**src/rtl/key_debounce_pkg.sv**
```systemverilog
// Shared types and default timing for the key debounce array (12 MHz system clock).
package key_debounce_pkg;

  typedef enum logic [1:0] {
    ST_IDLE         = 2'd0,
    ST_PRESS_WAIT   = 2'd1,
    ST_PRESSED      = 2'd2,
    ST_RELEASE_WAIT = 2'd3
  } deb_state_e;

  localparam int DEF_CLK_HZ     = 12_000_000;
  localparam int DEF_N_KEYS     = 4;
  localparam int DEF_CNT_W      = 24;
  localparam int DEF_DEB_CYC    = 240_000;     // 20 ms
  localparam int DEF_LONG_CYC   = 12_000_000;  // 1 s
  localparam int DEF_REPEAT_CYC = 2_400_000;   // 200 ms

  // Debounced level is "down" in both states that follow an accepted press.
  function automatic logic is_down(deb_state_e s);
    return (s == ST_PRESSED) || (s == ST_RELEASE_WAIT);
  endfunction

endpackage

```
**src/rtl/key_debounce_array_if.sv**
```systemverilog
// Key inputs and debounced event outputs of the array; dbg_state exposes each channel FSM.
interface key_debounce_array_if #(
  parameter int N_KEYS = 4
);
  logic [N_KEYS-1:0]      key;
  logic [N_KEYS-1:0]      key_state;
  logic [N_KEYS-1:0]      press_pulse;
  logic [N_KEYS-1:0]      release_pulse;
  logic [N_KEYS-1:0]      long_pulse;
  logic [N_KEYS-1:0]      repeat_pulse;
  logic [N_KEYS-1:0][1:0] dbg_state;

  // No handshake: key is a raw level, every output is a registered level or one-cycle pulse.
  modport master (
    output key,
    input  key_state, press_pulse, release_pulse, long_pulse, repeat_pulse, dbg_state
  );

  modport slave (
    input  key,
    output key_state, press_pulse, release_pulse, long_pulse, repeat_pulse, dbg_state
  );
endinterface

```
**src/rtl/key_debounce_ch.sv**
```systemverilog
// One key channel: 2-flop synchroniser, debounce FSM, long-press and auto-repeat timing.
module key_debounce_ch
  import key_debounce_pkg::*;
#(
  parameter int CNT_W      = DEF_CNT_W,
  parameter int DEB_CYC    = DEF_DEB_CYC,
  parameter int LONG_CYC   = DEF_LONG_CYC,
  parameter int REPEAT_CYC = DEF_REPEAT_CYC,
  parameter int REPEAT_EN  = 1
) (
  input  logic       clk,
  input  logic       rst,
  input  logic       i_key,
  output logic       o_key_state,
  output logic       o_press_pulse,
  output logic       o_release_pulse,
  output logic       o_long_pulse,
  output logic       o_repeat_pulse,
  output deb_state_e o_dbg_state
);

  localparam logic [CNT_W-1:0] DEB_LAST  = CNT_W'(DEB_CYC - 1);
  localparam logic [CNT_W-1:0] LONG_LAST = CNT_W'(LONG_CYC - 1);
  localparam logic [CNT_W-1:0] REP_LAST  = CNT_W'(REPEAT_CYC - 1);
  localparam logic [CNT_W-1:0] CNT_MAX   = '1;

  logic             r_sync1, r_sync2;
  deb_state_e       r_state, w_state_nxt;
  logic [CNT_W-1:0] r_cnt, w_cnt_nxt;
  logic             r_long_done, w_long_done_nxt;
  logic             r_key_state, r_press, r_release, r_long, r_repeat;
  logic             w_press_nxt, w_release_nxt, w_long_nxt, w_repeat_nxt;

  always_ff @(posedge clk or negedge rst) begin
    if (!rst) begin
      r_sync1 <= 1'b1;
      r_sync2 <= 1'b1;
    end else begin
      r_sync1 <= i_key;
      r_sync2 <= r_sync1;
    end
  end

  always_ff @(posedge clk or negedge rst) begin
    if (!rst) begin
      r_state     <= ST_IDLE;
      r_cnt       <= '0;
      r_long_done <= 1'b0;
      r_key_state <= 1'b0;
      r_press     <= 1'b0;
      r_release   <= 1'b0;
      r_long      <= 1'b0;
      r_repeat    <= 1'b0;
    end else begin
      r_state     <= w_state_nxt;
      r_cnt       <= w_cnt_nxt;
      r_long_done <= w_long_done_nxt;
      r_key_state <= is_down(w_state_nxt);
      r_press     <= w_press_nxt;
      r_release   <= w_release_nxt;
      r_long      <= w_long_nxt;
      r_repeat    <= w_repeat_nxt;
    end
  end

  // Key is active-low after synchronisation: r_sync2 == 0 means held down.
  always_comb begin
    w_state_nxt     = r_state;
    w_cnt_nxt       = r_cnt + CNT_W'(1);
    w_long_done_nxt = r_long_done;
    case (r_state)
      ST_IDLE: begin
        w_cnt_nxt = '0;
        if (!r_sync2) w_state_nxt = ST_PRESS_WAIT;
      end
      ST_PRESS_WAIT: begin
        if (r_sync2) begin
          w_state_nxt = ST_IDLE;
          w_cnt_nxt   = '0;
        end else if (r_cnt == DEB_LAST) begin
          w_state_nxt = ST_PRESSED;
          w_cnt_nxt   = '0;
        end
      end
      ST_PRESSED: begin
        if (r_sync2) begin
          w_state_nxt = ST_RELEASE_WAIT;
          w_cnt_nxt   = '0;
        end else if (!r_long_done) begin
          if (r_cnt == LONG_LAST) begin
            w_cnt_nxt       = '0;
            w_long_done_nxt = 1'b1;
          end
        end else if (REPEAT_EN != 0) begin
          if (r_cnt == REP_LAST) w_cnt_nxt = '0;
        end else if (r_cnt == CNT_MAX) begin
          w_cnt_nxt = r_cnt;
        end
      end
      ST_RELEASE_WAIT: begin
        if (!r_sync2) begin
          w_state_nxt = ST_PRESSED;
          w_cnt_nxt   = '0;
        end else if (r_cnt == DEB_LAST) begin
          w_state_nxt     = ST_IDLE;
          w_cnt_nxt       = '0;
          w_long_done_nxt = 1'b0;
        end
      end
      default: begin
        w_state_nxt = ST_IDLE;
        w_cnt_nxt   = '0;
      end
    endcase
  end

  always_comb begin
    w_press_nxt   = 1'b0;
    w_release_nxt = 1'b0;
    w_long_nxt    = 1'b0;
    w_repeat_nxt  = 1'b0;
    case (r_state)
      ST_PRESS_WAIT:   w_press_nxt   = !r_sync2 && (r_cnt == DEB_LAST);
      ST_RELEASE_WAIT: w_release_nxt = r_sync2 && (r_cnt == DEB_LAST);
      ST_PRESSED: begin
        w_long_nxt   = !r_sync2 && !r_long_done && (r_cnt == LONG_LAST);
        w_repeat_nxt = !r_sync2 && r_long_done && (REPEAT_EN != 0) && (r_cnt == REP_LAST);
      end
      default: ;
    endcase
  end

  assign o_key_state     = r_key_state;
  assign o_press_pulse   = r_press;
  assign o_release_pulse = r_release;
  assign o_long_pulse    = r_long;
  assign o_repeat_pulse  = r_repeat;
  assign o_dbg_state     = r_state;

endmodule

```
**src/rtl/key_debounce_array.sv**
```systemverilog
// N_KEYS independent debounce channels sharing one clock and reset.
module key_debounce_array
  import key_debounce_pkg::*;
#(
  parameter int N_KEYS     = DEF_N_KEYS,
  parameter int CNT_W      = DEF_CNT_W,
  parameter int DEB_CYC    = DEF_DEB_CYC,
  parameter int LONG_CYC   = DEF_LONG_CYC,
  parameter int REPEAT_CYC = DEF_REPEAT_CYC,
  parameter int REPEAT_EN  = 1
) (
  input logic                  clk,
  input logic                  rst,
  key_debounce_array_if.slave  bus
);

  for (genvar i = 0; i < N_KEYS; i++) begin : g_ch
    deb_state_e w_dbg_state;

    key_debounce_ch #(
      .CNT_W      (CNT_W),
      .DEB_CYC    (DEB_CYC),
      .LONG_CYC   (LONG_CYC),
      .REPEAT_CYC (REPEAT_CYC),
      .REPEAT_EN  (REPEAT_EN)
    ) u_ch (
      .clk             (clk),
      .rst             (rst),
      .i_key           (bus.key[i]),
      .o_key_state     (bus.key_state[i]),
      .o_press_pulse   (bus.press_pulse[i]),
      .o_release_pulse (bus.release_pulse[i]),
      .o_long_pulse    (bus.long_pulse[i]),
      .o_repeat_pulse  (bus.repeat_pulse[i]),
      .o_dbg_state     (w_dbg_state)
    );

    assign bus.dbg_state[i] = w_dbg_state;
  end

endmodule

```
**src/flat_wrapper.sv**
```systemverilog
// flat-port wrapper written by rule: the top's interface ports become plain ports
module key_debounce_array_flat import key_debounce_pkg::*;
#(
  parameter int N_KEYS     = DEF_N_KEYS,
  parameter int CNT_W      = DEF_CNT_W,
  parameter int DEB_CYC    = DEF_DEB_CYC,
  parameter int LONG_CYC   = DEF_LONG_CYC,
  parameter int REPEAT_CYC = DEF_REPEAT_CYC,
  parameter int REPEAT_EN  = 1
)
  (clk, rst, bus_key, bus_key_state, bus_press_pulse, bus_release_pulse, bus_long_pulse, bus_repeat_pulse, bus_dbg_state);
  key_debounce_array_if #(.N_KEYS(N_KEYS)) bus_i ();
  input logic clk;
  input logic rst;
  input wire logic [$bits(bus_i.key)-1:0] bus_key;
  output wire logic [$bits(bus_i.key_state)-1:0] bus_key_state;
  output wire logic [$bits(bus_i.press_pulse)-1:0] bus_press_pulse;
  output wire logic [$bits(bus_i.release_pulse)-1:0] bus_release_pulse;
  output wire logic [$bits(bus_i.long_pulse)-1:0] bus_long_pulse;
  output wire logic [$bits(bus_i.repeat_pulse)-1:0] bus_repeat_pulse;
  output wire logic [$bits(bus_i.dbg_state)-1:0] bus_dbg_state;
  assign bus_i.key = bus_key;
  assign bus_key_state = bus_i.key_state;
  assign bus_press_pulse = bus_i.press_pulse;
  assign bus_release_pulse = bus_i.release_pulse;
  assign bus_long_pulse = bus_i.long_pulse;
  assign bus_repeat_pulse = bus_i.repeat_pulse;
  assign bus_dbg_state = bus_i.dbg_state;
  key_debounce_array #(.N_KEYS(N_KEYS), .CNT_W(CNT_W), .DEB_CYC(DEB_CYC), .LONG_CYC(LONG_CYC), .REPEAT_CYC(REPEAT_CYC), .REPEAT_EN(REPEAT_EN)) u_core (.clk(clk), .rst(rst), .bus(bus_i));
endmodule
```
**config.mk**
```make
export PLATFORM = sky130hd
export DESIGN_NAME = key_debounce_array_flat
export DESIGN_NICKNAME = d
export VERILOG_FILES = /design/src/rtl/key_debounce_pkg.sv /design/src/rtl/key_debounce_array_if.sv /design/src/rtl/key_debounce_ch.sv /design/src/rtl/key_debounce_array.sv /design/src/flat_wrapper.sv
export SDC_FILE = /design/constraint.sdc
export NUM_CORES = 1
export LEC_CHECK = 0
export CAP_MARGIN = 40
export CORE_ASPECT_RATIO = 1.2
export CORE_UTILIZATION = 65
export DETAILED_ROUTE_END_ITERATION = 7
export GPL_ROUTABILITY_DRIVEN = 0
export GPL_TIMING_DRIVEN = 0
export PLACE_DENSITY = 0.85
export SKIP_LAST_GASP = 1
export SYNTH_ARGS = -nofsm -noshare
export SYNTH_HDL_FRONTEND = slang
export SYNTH_SLANG_ARGS = --single-unit
```
**constraint.sdc**
```tcl
create_clock -name clk -period 5.2 [get_ports clk]
set_input_delay 1.3 -clock clk [delete_from_list [all_inputs] [get_ports clk]]
set_output_delay 1.3 -clock clk [all_outputs]
set_load 0.03 [all_outputs]
```
# --- Yosys cells after proc, flatten, opt, wreduce, memory -nomap -nowiden ---
# Index checks and enable logic that the tools add are counted.
word_totals:
  mem_bits_ro: 0
  input_bits: 6
  memories: 0
  mem_bits_rw: 0
  latch_bits: 0
  word_cells: 236
  reg_bits: 136
  output_inout_bits: 28
classes:
  order_cmp: 0
  bitwise_logic: 0
  mul: 0
  eq_ne: 44
  shift: 0
  add_sub_neg: 4
  reduce_logical: 48
  n_div: 0
  n_mux: 100
op_table:
  columns: ["cell", "count"]
  rows:
  - ["2-to-1 mux 24 bit", 28]
  - ["one-hot mux 24 bit (4 select lines)", 4]
  - ["adder 24 x 1 -> 24 bit (second input constant)", 4]
  - ["equality test 24 x 18 -> 1 bit (second input constant)", 4]
  - ["equality test 24 x 22 -> 1 bit (second input constant)", 4]
  - ["equality test 24 bit (second input constant)", 4]
  - ["2-to-1 mux 2 bit", 24]
  - ["2-to-1 mux 1 bit", 36]
  - ["equality test 2 bit (second input constant)", 16]
  - ["one-hot mux 2 bit (4 select lines)", 4]
  - ["logical AND 1 bit", 24]
  - ["!= test 2 bit (second input constant)", 12]
  - ["AND reduction 4 bit", 4]
  - ["equality test 2 x 1 -> 1 bit (second input constant)", 4]
  - ["zero test 1 bit", 8]
  - ["zero test 2 bit", 4]
  - ["one-hot mux 1 bit (2 select lines)", 4]
  - ["nonzero test 2 bit", 4]
  - ["logical OR 1 bit", 4]

# --- Depth between registers and ports, before layout ---
depth:
  depth_word: 6
  depth_mapped: 7
  ltp_nobuf: 6

# --- Cells and area by module ---
# Synthesis repeated with hierarchy kept, for this count alone.
unflattened:
  cells_unflattened: 643
  area_unflattened_um2: 6482.5
modules_own_cells:
  columns: ["module", "area_per_inst_um2", "seq_area_each_um2", "n_inst", "cells_per_inst"]
  rows:
  - ["key_debounce_ch (u_core.g_ch[0].u_ch ...)", 1619.1, 828.3, 3, 162]
  - ["key_debounce_ch (u_core.g_ch[3].u_ch)", 1625.3, 853.3, 1, 157]

# --- Worst setup path before layout ---
# OpenSTA, ideal clock, no wires.
synth_path:
  path_kind: "flip-flop to flip-flop"
  startpoint: "register u_core.g_ch[2].u_ch.r_cnt[21]"
  endpoint: "register u_core.g_ch[2].u_ch.r_cnt[15]"
  setup_ps: 119
  t_required_ps: 5081
  synth_period_minus_slack_ps: 2086
  path_stages_with_launch: 7
  setup_slack_ps: 3114
  path_buffers: 1
  t_arrival_ps: 1967
  cell_sequence: "dfrtp_1 > or4b_1 > or3b_1 > o311ai_2 > o31a_4 > buf_6 > nor2_1"
synth_between:
  elab_chain_cells: 5
  elab_cells_between_ends: 11
  cone_classes: "eq/ne: 3; mux: 8"
synth_lines:
  columns: ["element", "line_no", "rtl"]
  rows:
  - ["from (decl)", "key_debounce_ch.sv:29", "logic [CNT_W-1:0] r_cnt, w_cnt_nxt;"]
  - ["from (signal assigned)", "key_debounce_ch.sv:56", "r_cnt <= w_cnt_nxt;"]
  - ["equality test 24 bit / equality test 24 x 22 -> 1 bit (equally long branches)", "key_debounce_ch.sv:90, key_debounce_ch.sv:95", null]
  - ["2-to-1 mux 24 bit (on tied branches)", "key_debounce_ch.sv:90, key_debounce_ch.sv:95", null]
  - ["2-to-1 mux 24 bit", "key_debounce_ch.sv:89", "end else if (!r_long_done) begin"]
  - ["2-to-1 mux 24 bit", "key_debounce_ch.sv:86", "if (r_sync2) begin"]
  - ["one-hot mux 24 bit (4 select lines) (*)", "key_debounce_ch.sv:71", "case (r_state)"]
  - ["net u_core.g_ch[2].u_ch.w_cnt_nxt[15]", "key_debounce_ch.sv:29", null]
# Mark *: on every way through the listed nets, which the timed path passes. The rest lies on a longest branch.
# A chain may end at the register's enable or synchronous reset.

# --- Worst setup path in the final report ---
layout_path:
  startpoint: "register u_core.g_ch[2].u_ch.r_state[1]"
  endpoint: "output bus_dbg_state[5]"
layout_rtl:
  columns: ["element", "line_no", "rtl"]
  rows:
  - ["from (decl)", "key_debounce_ch.sv:28", "deb_state_e r_state, w_state_nxt;"]
  - ["from (signal assigned)", "key_debounce_ch.sv:55", "r_state <= w_state_nxt;"]
  - ["to (decl)", "flat_wrapper.sv:21", "output wire logic [$bits(bus_i.dbg_state)-1:0] bus_dbg_state;"]
# No word-level cell between the ends.

==> report_table.html <==
<table>
<tr><th>Metric</th><th>Value</th></tr>
<tr><th colspan="2">GRT</th></tr>
<tr><td>GRT Resource Usage Total</td><td>30.3%</td></tr>
<tr><td>Via count of the first global-routing pass</td><td>5267</td></tr>
<tr><td>Met1 track demand over resource</td><td>38.4%</td></tr>
<tr><td>Global-route wire length before repair</td><td>25.0 mm</td></tr>
<tr><td>Global Route met3 Usage</td><td>7.52%</td></tr>
<tr><td>Pin count of the biggest net entering global routing</td><td>73</td></tr>
<tr><td>Total global routing overflow</td><td>0</td></tr>
<tr><td>Global-route layer with the greatest usage</td><td>met2</td></tr>
<tr><td>Global-route track usage on met2</td><td>49.6%</td></tr>
<tr><td>Antenna violations before repair</td><td>0</td></tr>
<tr><th colspan="2">Die</th></tr>
<tr><td>Die H</td><td>112 um</td></tr>
<tr><td>Overall die area</td><td>10600 um^2</td></tr>
<tr><td>Top-level I/O count</td><td>34</td></tr>
<tr><td>Effective utilization at floorplan</td><td>68.0%</td></tr>
<tr><td>Placement row count</td><td>39</td></tr>
<tr><td>Core footprint</td><td>9710 um^2</td></tr>
<tr><td>Width of the chip</td><td>94.0 um</td></tr>
<tr><th colspan="2">Drt</th></tr>
<tr><td>Vias per std cell</td><td>6.12</td></tr>
<tr><td>Vias post-DR</td><td>5131</td></tr>
<tr><td>Pre-antenna DRT Iters</td><td>5</td></tr>
<tr><td>Wirelength per Cell</td><td>17.2 um</td></tr>
<tr><td>Total Routed Length</td><td>14.5 mm</td></tr>
<tr><td>DRC viols</td><td>0</td></tr>
<tr><td>Number of nets with antenna violations after detailed routing</td><td>0</td></tr>
<tr><td>1st-iter DRT viols</td><td>286</td></tr>
<tr><th colspan="2">Finish</th></tr>
<tr><td>Net count reported at finish</td><td>713</td></tr>
<tr><td>Post-route cell area</td><td>7700 um^2</td></tr>
<tr><td>Share of the core filled with cells in the final layout</td><td>79.3%</td></tr>
<tr><td>Most frequent standard cell in the layout excluding fill and tap cells</td><td>sky130_fd_sc_hd__dfrtp_1</td></tr>
<tr><td>Fill count</td><td>568</td></tr>
<tr><td>Number of non-filler instances in the completed layout</td><td>839</td></tr>
<tr><td>Proportion of layout cells with a drive suffix above 1</td><td>11.3%</td></tr>
<tr><td>Most frequent cells in the layout</td><td>sky130_fd_sc_hd__dfrtp_1 (128), sky130_fd_sc_hd__nor2_1 (71), sky130_fd_sc_hd__xor2_1 (52), sky130_fd_sc_hd__nand3_1 (49), sky130_fd_sc_hd__a21oi_1 (47)</td></tr>
<tr><td>Antenna cell count</td><td>0</td></tr>
<tr><td>Area added between synthesis and finish</td><td>16.6%</td></tr>
<tr><th colspan="2">Logic synthesis</th></tr>
<tr><td>Total number of yosys warnings</td><td>0</td></tr>
<tr><td>Fraction of synthesis flops using an asynchronous set or reset pin</td><td>100%</td></tr>
<tr><td>Multiplexer share of the synthesized area</td><td>0.909%</td></tr>
<tr><td>Synthesized instance count</td><td>650</td></tr>
<tr><td>Synth Area in Simple Gates</td><td>24.0%</td></tr>
<tr><td>Syn Std Cell Area</td><td>6610 um^2</td></tr>
<tr><td>Complex-gate fraction of the synthesized area</td><td>5.91%</td></tr>
<tr><td>Synth Area in Adders</td><td>0.757%</td></tr>
<tr><td>Main combinational cell family by area after synthesis</td><td>simple AND/OR/NAND/NOR gates</td></tr>
<tr><td>Part of the Yosys area used for sequential elements</td><td>51.7%</td></tr>
<tr><td>Post-synthesis sequential element count</td><td>136</td></tr>
<tr><td>Average footprint of a synthesized cell</td><td>10.2 um^2</td></tr>
<tr><td>Synth unique cells</td><td>53</td></tr>
<tr><td>Xor/xnor share of the synthesized area</td><td>12.1%</td></tr>
<tr><td>Most used flip-flop cell after synthesis</td><td>sky130_fd_sc_hd__dfrtp_1</td></tr>
<tr><td>Syn_nets</td><td>660</td></tr>
<tr><td>Number of enable-type register cells in the synthesized netlist</td><td>0</td></tr>
<tr><th colspan="2">Clocking</th></tr>
<tr><td>Number of hold buffers added after cts</td><td>0</td></tr>
<tr><td>Number of clock sinks</td><td>136</td></tr>
<tr><td>Number of instances resized during post-cts repair</td><td>0</td></tr>
<tr><td>Clock buffers created by TritonCTS</td><td>17</td></tr>
<tr><td>CTS tree</td><td>built</td></tr>
<tr><td>Post-CTS repair timing setup buffer count</td><td>0</td></tr>
<tr><td>Maximum clock insertion buffer count</td><td>2</td></tr>
<tr><td>Clock root buffer</td><td>sky130_fd_sc_hd__clkbuf_16</td></tr>
<tr><td>Clock-pin slew on the worst setup and hold paths</td><td>0.06 ns</td></tr>
<tr><td>Number of H-tree levels</td><td>4</td></tr>
<tr><td>Worst-skew pair later-pin latency</td><td>0.42 ns</td></tr>
<tr><th colspan="2">Pwr</th></tr>
<tr><td>Net switching fraction of the power</td><td>21.5%</td></tr>
<tr><td>Clock Power Share</td><td>50.8%</td></tr>
<tr><td>Sequential Power Share</td><td>46.7%</td></tr>
<tr><td>Pwr/cell area</td><td>300 nW/um^2</td></tr>
<tr><td>Leakage power of the design</td><td>3.12 nW</td></tr>
<tr><td>Post-route total power</td><td>2.31 mW</td></tr>
<tr><td>Worst-case vdd ir drop</td><td>0.000191 V</td></tr>
<tr><td>Combinational cell fraction of total power</td><td>2.5%</td></tr>
<tr><td>Switching pwr</td><td>0.496 mW</td></tr>
<tr><td>Internal portion of total power</td><td>1.81 mW</td></tr>
<tr><th colspan="2">Timing</th></tr>
<tr><td>Final Max Slew Viols</td><td>0</td></tr>
<tr><td>Share of the cycle needed by the critical path after routing</td><td>55.6%</td></tr>
<tr><td>Maximum clock rate</td><td>0.346 GHz</td></tr>
<tr><td>Unrepaired setup endpoints after global routing</td><td>false</td></tr>
<tr><td>Final setup fails</td><td>0</td></tr>
<tr><td>Fin Clk Skew</td><td>0.00706 ns</td></tr>
<tr><td>Worst Max-Slew Pin Slew</td><td>0.874 ns</td></tr>
<tr><td>Worst max-slew margin expressed relative to the limit</td><td>41.3%</td></tr>
<tr><td>Hold Fails Final Rpt</td><td>0</td></tr>
<tr><td>Fin crit period</td><td>2.89 ns</td></tr>
<tr><td>Setup tns final</td><td>0 ns</td></tr>
<tr><th colspan="2">Placed design</th></tr>
<tr><td>Detailed-placement wirelength estimate</td><td>9.07 mm</td></tr>
<tr><td>Port Buffers</td><td>33</td></tr>
<tr><td>Standard cell area after detailed placement</td><td>7120 um^2</td></tr>
<tr><td>Cell total after placement</td><td>807</td></tr>
<tr><th colspan="2">Setup path</th></tr>
<tr><td>Critical path data required time</td><td>3.90 ns</td></tr>
<tr><td>Chain of cells forming the critical path</td><td>clkdlybuf4s50_1</td></tr>
<tr><td>Beginning of the critical path</td><td>u_core.g_ch[2].u_ch.o_dbg_state[1]$_DFF_PN0_</td></tr>
<tr><td>Max incr delay on CP</td><td>0.72 ns</td></tr>
<tr><td>CP Max Fanout</td><td>6</td></tr>
<tr><td>Number of buffers and inverters on the critical path</td><td>1</td></tr>
<tr><td>Reg2Reg Launch Point</td><td>u_core.g_ch[1].u_ch.r_cnt[11]$_DFF_PN0_</td></tr>
<tr><td>Worst-path cell with the longest stage delay</td><td>sky130_fd_sc_hd__clkdlybuf4s50_1</td></tr>
<tr><td>Sort of element at the end of the critical path</td><td>output port</td></tr>
<tr><td>Start-to-end type of the worst setup path</td><td>flip-flop to output port</td></tr>
<tr><td>Family with the most delay on the worst path</td><td>buffers and inverters</td></tr>
<tr><td>Startpoint type of the worst setup path</td><td>flip-flop</td></tr>
<tr><td>Data arrival at the endpoint of the critical path</td><td>1.59 ns</td></tr>
<tr><th colspan="2">Run</th></tr>
<tr><td>MaxCap Viol Count</td><td>0</td></tr>
<tr><th colspan="2">Worst hold path</th></tr>
<tr><td>HP Class</td><td>flip-flop to flip-flop</td></tr>
<tr><td>HP Start</td><td>u_core.g_ch[3].u_ch.r_sync1$_DFF_PN1_</td></tr>
<tr><th colspan="2">Status</th></tr>
<tr><td>Result of the run</td><td>finished clean</td></tr>
</table>
==> registers in the layout, indices dropped and copies added (netlist names) <==
signal,flops
u_core.g_ch.u_ch.r_cnt,96
u_core.g_ch.u_ch.o_press_pulse,4
u_core.g_ch.u_ch.o_dbg_state,8
u_core.g_ch.u_ch.r_sync2,4
u_core.g_ch.u_ch.o_key_state,4
u_core.g_ch.u_ch.r_sync1,4
u_core.g_ch.u_ch.o_release_pulse,4
u_core.g_ch.u_ch.o_long_pulse,4
u_core.g_ch.u_ch.o_repeat_pulse,4
u_core.g_ch.u_ch.r_long_done,4
==> through the flow <==
| step | worst slack, ns | hold WS [ns] |
|---|---|---|
| after floorplan | 3.11 | 0.345 |
| after global placement | -2.17 | 0.349 |
| after detailed placement | 2.73 | 0.348 |
| after CTS | 2.28 | 0.358 |
| after global routing | 2.25 | 0.359 |
| final | 2.31 | 0.357 |
==> routing by layer <==
layer	share of wire, %	vias up
li1	-	2373
met1	41	2497
met2	51	212
met3	5.3	49
met4	2.6	0
met5	0	-
==> worst paths after layout <==
path	endpoint	slack (ns)	depth (start not counted)
max	bus_dbg_state[5]	2.31	1
min	u_core.g_ch[3].u_ch.r_sync2$_DFF_PN1_	0.36	0
max reg2reg	u_core.g_ch[1].u_ch.r_cnt[14]$_DFF_PN0_	2.66	6
min reg2reg	u_core.g_ch[3].u_ch.r_sync2$_DFF_PN1_	0.36	0
max in group asynchronous	u_core.g_ch[1].u_ch.r_sync1$_DFF_PN1_	3.58	2
min in group asynchronous	u_core.g_ch[3].u_ch.r_cnt[17]$_DFF_PN0_	0.86	1
==> cell families after synthesis <==
| logic type | after synthesis |
|---|---|
| AOI/OAI and AO/OA | 65 |
| xor gates and xnor gates | 91 |
| adders and majority gates | 4 |
| buffers and inverters | 55 |
| DFF | 136 |
| muxes | 6 |
| and+or+nand+nor | 293 |
==> area by class of cell <==
| type | instances | area (um^2) | share of cell area, % |
|---|---|---|---|
| multi-input cells | 459 | 2880 | 37.4 |
| well taps | 123 | 154 | 2.00 |
| flip-flops and latches | 136 | 3410 | 44.3 |
| inverters | 14 | 52.6 | 0.682 |
| repair buffers | 34 | 359 | 4.66 |
| clock buffers | 20 | 457 | 5.93 |
| clock inverters | 12 | 126 | 1.64 |
| plain buffers | 41 | 259 | 3.36 |
==> cells in the mapped netlist (all sizes together), types with 3 or more instances <==
cell type | number | share of area [%]
nand2b | 4 | 0.38
dfrtp | 128 | 48
and3 | 16 | 1.5
nor3 | 22 | 1.7
o21ai | 6 | 0.51
nand3 | 49 | 3.7
nand2 | 34 | 1.9
nand4 | 28 | 2.7
nor2b | 5 | 0.47
or4 | 3 | 0.34
nor4 | 20 | 2.0
nor4bb | 5 | 0.76
a21oi | 47 | 3.6
nor4b | 4 | 0.53
or2 | 3 | 0.28
or4b | 8 | 1.2
dfstp | 8 | 3.2
nor2 | 71 | 4.0
and4 | 5 | 0.66
buf | 33 | 3.5
xnor2 | 39 | 5.2
mux2i | 6 | 0.91
xor2 | 52 | 6.9
and2 | 4 | 0.38
inv | 14 | 0.80
clkbuf | 8 | 0.45
nor3b | 4 | 0.45
ha | 4 | 0.76
==> power groups by stage <==
stage	logic [mW]	registers, mW	clock network (mW)
after floorplan	0.0208	1.10	0
after global placement	0.0551	1.10	0
after detailed placement	0.0600	1.10	0
after CTS	0.0607	1.08	1.18
after global routing	0.0663	1.08	1.23
final	0.0589	1.08	1.17
Power figures use the tool's default switching activity.
